File: src/rtl/timer_pkg.sv
// timer_pkg: register map, CTRL/STATUS bit positions and alarm states shared by the timer alarm block
package timer_pkg;
  localparam int OFF_NOW_LO = 0;
  localparam int OFF_NOW_HI = 1;
  localparam int OFF_CMP_LO = 2;
  localparam int OFF_CMP_HI = 3;
  localparam int OFF_CTRL   = 4;
  localparam int OFF_STATUS = 5;
  localparam int OFF_PERIOD = 6;
  localparam int CTRL_EN  = 0;
  localparam int CTRL_PER = 1;
  localparam int CTRL_IE  = 2;
  localparam int CTRL_CLR = 3;
  localparam int ST_PEND  = 0;
  localparam int ST_ARMED = 1;
  typedef enum logic [1:0] {IDLE, HALF, ARMED} alarm_state_t;
endpackage

File: src/rtl/timer_now_sync.sv
// timer_now_sync: samples the derived-clock us count and only accepts a value seen equal in two stages
module timer_now_sync #(
  parameter int SYNC_STG = 2
) (
  input  logic        CLK100MHZ,
  input  logic        reset,
  input  logic [63:0] now,
  output logic [63:0] now_q
);
  logic [SYNC_STG-1:0][63:0] stg;
  always_ff @(posedge CLK100MHZ) begin
    if (reset) begin
      stg   <= '0;
      now_q <= '0;
    end else begin
      stg <= {stg[SYNC_STG-2:0], now};
      if (stg[SYNC_STG-1] == stg[SYNC_STG-2]) now_q <= stg[SYNC_STG-1];
    end
  end
endmodule

File: src/rtl/timer_alarm.sv
// timer_alarm: MMIO window giving tear-free reads of the us count plus a one-shot/periodic compare alarm
module timer_alarm
  import timer_pkg::*;
#(
  parameter int ADDR_W   = 4,
  parameter int SYNC_STG = 2
) (
  input  logic              CLK100MHZ,
  input  logic              reset,
  input  logic [63:0]       now,
  input  logic [ADDR_W-1:0] addr,
  input  logic              wr_en,
  input  logic [31:0]       wr_data,
  input  logic              rd_en,
  output logic [31:0]       rd_data,
  output logic              rd_valid,
  output logic              irq,
  output logic              clr_now
);
  logic [63:0] now_q, cmp;
  logic [31:0] period, snap_hi, rd_mux;
  logic en, periodic, ie, pending;
  logic wr_cmp_lo, wr_cmp_hi, wr_ctrl, wr_status, wr_period, rd_now_lo, fire;
  alarm_state_t state;

  timer_now_sync #(.SYNC_STG(SYNC_STG)) u_sync (
    .CLK100MHZ(CLK100MHZ),
    .reset(reset),
    .now(now),
    .now_q(now_q)
  );

  always_comb begin
    wr_cmp_lo = wr_en && addr == ADDR_W'(OFF_CMP_LO);
    wr_cmp_hi = wr_en && addr == ADDR_W'(OFF_CMP_HI);
    wr_ctrl   = wr_en && addr == ADDR_W'(OFF_CTRL);
    wr_status = wr_en && addr == ADDR_W'(OFF_STATUS);
    wr_period = wr_en && addr == ADDR_W'(OFF_PERIOD);
    rd_now_lo = rd_en && addr == ADDR_W'(OFF_NOW_LO);
    fire      = state == ARMED && now_q >= cmp;
    irq       = pending && ie;
  end

  always_comb begin
    rd_mux = '0;
    case (addr)
      ADDR_W'(OFF_NOW_LO): rd_mux = now_q[31:0];
      ADDR_W'(OFF_NOW_HI): rd_mux = snap_hi;
      ADDR_W'(OFF_CMP_LO): rd_mux = cmp[31:0];
      ADDR_W'(OFF_CMP_HI): rd_mux = cmp[63:32];
      ADDR_W'(OFF_CTRL): begin
        rd_mux[CTRL_EN]  = en;
        rd_mux[CTRL_PER] = periodic;
        rd_mux[CTRL_IE]  = ie;
      end
      ADDR_W'(OFF_STATUS): begin
        rd_mux[ST_PEND]  = pending;
        rd_mux[ST_ARMED] = state == ARMED;
      end
      ADDR_W'(OFF_PERIOD): rd_mux = period;
      default: rd_mux = '0;
    endcase
  end

  // Later assignments win: bus writes override the alarm's own updates, and a fire beats W1C.
  always_ff @(posedge CLK100MHZ) begin
    if (reset) begin
      state    <= IDLE;
      cmp      <= '1;
      period   <= '0;
      en       <= 1'b0;
      periodic <= 1'b0;
      ie       <= 1'b0;
      pending  <= 1'b0;
      snap_hi  <= '0;
      rd_data  <= '0;
      rd_valid <= 1'b0;
      clr_now  <= 1'b0;
    end else begin
      rd_valid <= rd_en;
      rd_data  <= rd_en ? rd_mux : '0;
      clr_now  <= wr_ctrl && wr_data[CTRL_CLR];
      if (rd_now_lo) snap_hi <= now_q[63:32];
      if (wr_status && wr_data[ST_PEND]) pending <= 1'b0;
      if (fire) begin
        pending <= 1'b1;
        if (periodic) cmp <= cmp + {32'd0, period};
        else state <= IDLE;
      end
      if (wr_period) period <= wr_data;
      if (wr_ctrl) begin
        en       <= wr_data[CTRL_EN];
        periodic <= wr_data[CTRL_PER];
        ie       <= wr_data[CTRL_IE];
        if (state == IDLE && wr_data[CTRL_EN]) state <= ARMED;
        if (state == ARMED && !wr_data[CTRL_EN]) state <= IDLE;
      end
      if (wr_cmp_lo) begin
        cmp[31:0] <= wr_data;
        state     <= HALF;
      end
      if (wr_cmp_hi) begin
        cmp[63:32] <= wr_data;
        if (state == HALF) state <= en ? ARMED : IDLE;
      end
    end
  end
endmodule
File: config.mk
export PLATFORM = sky130hd
export DESIGN_NAME = timer_alarm
export DESIGN_NICKNAME = d
export VERILOG_FILES = /design/src/rtl/timer_pkg.sv /design/src/rtl/timer_now_sync.sv /design/src/rtl/timer_alarm.sv
export SDC_FILE = /design/constraint.sdc
export NUM_CORES = 1
export LEC_CHECK = 0
export BUFFER_PORTS_ARGS = -buffer_cell sky130_fd_sc_hd__buf_2
export CELL_PAD_IN_SITES_DETAIL_PLACEMENT = 1
export CELL_PAD_IN_SITES_GLOBAL_PLACEMENT = 1
export CORE_ASPECT_RATIO = 1.1
export CORE_MARGIN = 8
export CORE_UTILIZATION = 49
export DETAILED_ROUTE_END_ITERATION = 10
export GPL_ROUTABILITY_DRIVEN = 0
export PLACE_DENSITY_LB_ADDON = 0.08
export SLEW_MARGIN = 20
export SYNTH_ARGS = -nofsm -noshare
export SYNTH_HDL_FRONTEND = slang
export SYNTH_SLANG_ARGS = --single-unit
File: constraint.sdc
create_clock -name CLK100MHZ -period 7 [get_ports CLK100MHZ]
set_input_delay 1.05 -clock CLK100MHZ [delete_from_list [all_inputs] [get_ports CLK100MHZ]]
set_output_delay 1.05 -clock CLK100MHZ [all_outputs]
set_load 0.02 [all_outputs]
After elaboration in Yosys (flattened, before gate mapping)
Index checks and enable logic that the tools add are counted.
{"block": "word_totals", "elab_cells": 68, "ff_bits": 360, "in_bits": 104}
{"block": "op_classes", "n_addsub": 1, "n_reduce_logical": 23, "bitwise": 1, "magnitude_cmp": 1, "mux": 18, "n_eq_ne": 9}
{"op": "29-bit case mux with 5 select lines", "n": 1}
{"op": "64-bit 2-to-1 mux", "n": 2}
{"op": "64-bit by 32-bit adder with 64-bit output", "n": 1}
{"op": "64-bit equality test", "n": 1}
{"op": "64-bit >= comparator", "n": 1}
{"op": "32-bit 2-to-1 mux", "n": 2}
{"op": "2-bit 2-to-1 mux", "n": 9}
{"op": "2-bit case mux with 7 select lines", "n": 1}
{"op": "4-bit by 3-bit equality test with 1-bit output, second input constant", "n": 3}
{"op": "1-bit logical AND", "n": 12}
{"op": "2-bit nonzero test", "n": 5}
{"op": "4-bit by 2-bit equality test with 1-bit output, second input constant", "n": 2}
{"op": "1-bit case mux with 6 select lines", "n": 1}
{"op": "4-bit by 1-bit equality test with 1-bit output, second input constant", "n": 1}
{"op": "4-bit logical NOT", "n": 1}
{"op": "2-bit AND reduction", "n": 2}
{"op": "2-bit by 1-bit equality test with 1-bit output, second input constant", "n": 1}
{"op": "2-bit equality test, second input constant", "n": 1}
{"op": "2-bit logical NOT", "n": 1}
{"op": "1-bit 2-to-1 mux", "n": 2}
{"op": "2-bit OR reduction", "n": 1}
{"op": "1-bit logical NOT", "n": 1}
{"op": "1-bit NOT", "n": 1}

Longest topological paths before layout
{"block": "depth", "word_depth": 9, "ltp_mapped": 13}

By module
From an unflattened synthesis, not the netlist that was laid out.
{"block": "unflattened", "cells_unflattened": 2059, "area_unflattened_um2": 17845.9}
{"module": "timer_alarm", "instances": 1, "cells_each": 1427, "area_per_inst_um2": 10821.6}
{"module": "timer_now_sync", "instances": 1, "cells_each": 632, "area_per_inst_um2": 7024.2}

Worst setup path before layout
Ideal clock, no wire load.
{"block": "synth_timing", "path_type": "reg2reg", "from": "register cmp[43]", "to": "register cmp[55]", "synth_period_minus_slack_ns": 3.012, "required_ns": 6.905, "setup_slack_ns": 3.988, "path_stages_with_launch": 12, "t_arrival_ns": 2.916, "setup_time_ns": 0.095, "cell_sequence": "dfxtp_1 > inv_1 > ha_1 > nand4_1 > or3_1 > or3_1 > o211ai_2 > a211oi_2 > nor2_4 > nor4b_4 > mux2_2 > a221oi_1"}
{"block": "synth_via", "elab_chain_len": 4, "elab_cells_between_ends": 8, "classes_between": "add/sub (1); order compare (1); mux (3); reduce/logical (3)"}
{"item": "from (decl)", "line": "timer_alarm.sv:20", "text": "logic [63:0] now_q, cmp;"}
{"item": "from (signal assigned)", "line": "timer_alarm.sv:87", "text": "if (periodic) cmp <= cmp + {32'd0, period};"}
{"item": "from (signal assigned)", "line": "timer_alarm.sv:103", "text": "cmp[63:32] <= wr_data;"}
{"item": "64-bit by 32-bit adder with 64-bit output or 64-bit >= comparator (tied branches)", "line": "timer_alarm.sv:87, timer_alarm.sv:40"}
{"item": "64-bit 2-to-1 mux or 1-bit logical AND (tied branches)", "line": "timer_alarm.sv:87, timer_alarm.sv:40"}
{"item": "64-bit 2-to-1 mux or 2-bit nonzero test (tied branches)"}
{"item": "32-bit 2-to-1 mux or 2-bit AND reduction (tied branches)"}
Several ways; a longest one is shown, not always the timed one. The select of a mux whose other input is x is not followed.
A chain may end at the register's enable or synchronous reset.

Worst setup path in the final report
{"block": "layout_timing", "from": "register cmp[38]", "to": "register cmp[58]"}
Same word-level chain as after synthesis.

==> flow_summary.ini <==
[clock_tree]
post-cts-setup-buffers = 0
cts_max_path_buffers = 3
htree_levels = 2
clk_pin_slew_ns = 0.07
cts_tree = done
root_buffer = clkbuf_16
cts_hold_buf = 0
cts_sinks = 360
numCtsBuffers = 39
clk_latency_ns = 0.55
cts_resized = 0

[outcome]
status = complete, no violations

[final_layout]
drive_gt1_share_pct = 10.85
syn2layout_area_growth_pct = 13.00
instances_no_fill = 2564
antenna_cells = 0
multiInputGateArea_um2 = 9315
fin_nets = 2296
fill_cells = 4168
final_util_pct = 55.76
register_area_um2 = 7207

[sta]
hold_viol = 0
clock_skew_ns = 0.01711
setup_tns_ns = 0
rsz0062_at_grt = no
period_share_pct = 62.36
fin_hold_ws_ns = 0.4564
slew_viol_final = 0
finalSetupViolCount = 0
slew_headroom_pct = 25.31
fmax_ghz = 0.2291
period_needed_ns = 4.365
worst_slew_pin_slew_ns = 1.116

[logic_synthesis]
ys_warn_count = 0
synthArstFlopShare_pct = 0
syn_avg_cell_area_um2 = 8.559
synthTopCellsByCount = 360 x dfxtp_1, 233 x nand2_1, 182 x a21oi_1
synth_edf_count = 0
synth_top_area_share_pct = 41.89
synth_cells = 2010
seq_area_frac_synth_pct = 41.89
syn_area_um2 = 17200
synth_seq_cells = 360
syn-num-nets = 2211
yosysTopAreaCell = dfxtp_1
synth_cell_types = 69
synth_most_common_cell = dfxtp_1
ys.flop_type = dfxtp_1
synth.area.top_cells = dfxtp_1 42%, ha_1 7.0%, a21oi_1 5.3%, nand2_1 5.1%, nor2b_1 4.8%

[grt]
antenna_found_initial = 0
grt_use_met3_pct = 4.733
grt_overflow = 0
top_usage_layer = met2
first_global_vias = 16160
grt_pass1_wl_um = 94010
use_met1_pct = 37.04
grt_util_met2_pct = 48.31
grt_max_degree = 186
grt.total_usage_pct = 29.17

[setup_path]
critical-path-max-stage-delay_ns = 0.65
setup.worst_path.class = flip-flop to flip-flop
end_kind = flip-flop
start_kind = flip-flop
r2r_setup_slack_ns = 2.64
path_max_fanout = 66
cp_cell_sequence = inv_1, ha_1, nand4_1, nor4_1, nand3_1, a311oi_1, a211oi_2, nor2_4, buf_4, nand4_2, or4_1, a31oi_1
critPathLaunch = cmp[38]
worstReg2RegStart = cmp[38]
required_ns = 7.48
worstPathArrival_ns = 4.84
cpMaxStageDelayCell = buf_4

[die]
die_x_um = 194.7
io_pins = 139
die_area_um2 = 41370
initial_core_util_pct = 49.34
core_area_um2 = 34860
die_h_um = 212.5
num_rows = 72

[drt]
via_per_inst = 6.158
drt_iter0_drc = 1309
wl_um = 61960
post_drt_wl_per_cell_um = 24.17
dr.pass1.iters = 5
vias = 15790
ant_nets = 0
drc = 0

[power_and_ir_drop]
vdd_drop_max_mv = 0.1903
power_leakage_uw = 0.008748
power_uw = 4582
cellPowerDensity_nw_per_um2 = 235.7

[hold_path]
min-delay-start = snap_hi[24]
hold_class = flip-flop to flip-flop

[place]
place_inst = 2498
dp_hpwl_um = 45660
portBuffers = 138

[job]
maxCapViolations = 0
-- stage by stage --
step | instance area, µm² | worst slack [ns]
finish | 19440 | 2.635
global route | 19440 | 2.364
CTS | 19430 | 2.744
detailed placement | 18200 | 2.803
global placement | 18190 | 2.892
floorplan | 17200 | 3.988
-- path summary, 6_finish.rpt --
| kind | to | cells past startpoint |
|---|---|---|
| worst min register to register | snap_hi[24] | 2 |
| worst max register to register | cmp[58] | 12 |
| worst max-delay path | cmp[58] | 12 |
| worst min-delay path | snap_hi[24] | 2 |
-- worst max-delay path, delay by kind of cell, from the launching register on --
family	cells	cell delay [ns]
AO/OA/AOI/OAI	3	0.72
adder cells (fa/ha/maj)	1	0.30
buffers and inverters	2	0.74
flip-flops	1	0.56
AND/OR/NAND/NOR	6	1.94
-- layout make-up --
class                      instances  share of cell area, %
multi-input combinational       1465                  47.92
timing repair buffer             155                  4.345
clock buffer                      57                  5.729
tap                              444                  2.858
sequential                       360                  37.08
clock inverter                     9                 0.6437
inverter                          74                  1.429
-- power by group --
group	switching [µW]	internal, µW	leakage, µW	total [µW]
clock network	850	1180	0.000594	2030
logic	266	155	0.00522	421
registers	38.3	2090	0.00293	2130
-- flip-flops by register name, summed over array words and instances (netlist names) --
register	flops
rd_valid	1
state	2
u_sync.stg	128
period	32
periodic	1
snap_hi	32
clr_now	1
ie	1
rd_data	32
u_sync.now_q	64
pending	1
cmp	64
en	1
-- cell usage in the layout, fill, tap and decap left out, types with 35 or more instances in the layout --
cell type	Yosys	layout
a21oi_1	182	182
a22oi_1	62	62
a31oi_1	35	35
buf_2	9	137
clkbuf_16	0	39
dfxtp_1	360	360
ha_1	96	96
inv_1	74	74
mux2i_1	72	72
nand2_1	233	233
nand4_1	46	46
nor2_1	174	173
nor2b_1	132	132
nor3_1	47	45
o21ai_0	43	43
xnor2_1	89	89
-- layer usage --
metal	share of wire, %	wire [µm]
met5	0	0
met4	4.4	2753
met3	6.6	4087
met2	46	28620
met1	43	26500
-- cells by family after synthesis --
| logic type | Yosys count | share of synthesized area [%] |
|---|---|---|
| AOI/OAI and AO/OA | 428 | 15.69 |
| muxes | 74 | 4.320 |
| xor gates and xnor gates | 100 | 5.091 |
| buffers and inverters | 185 | 4.109 |
| adders and majority gates | 97 | 7.099 |
| DFF | 360 | 41.89 |
| and+or+nand+nor | 766 | 21.80 |
Note: power is estimated with default switching activity, not from simulation.
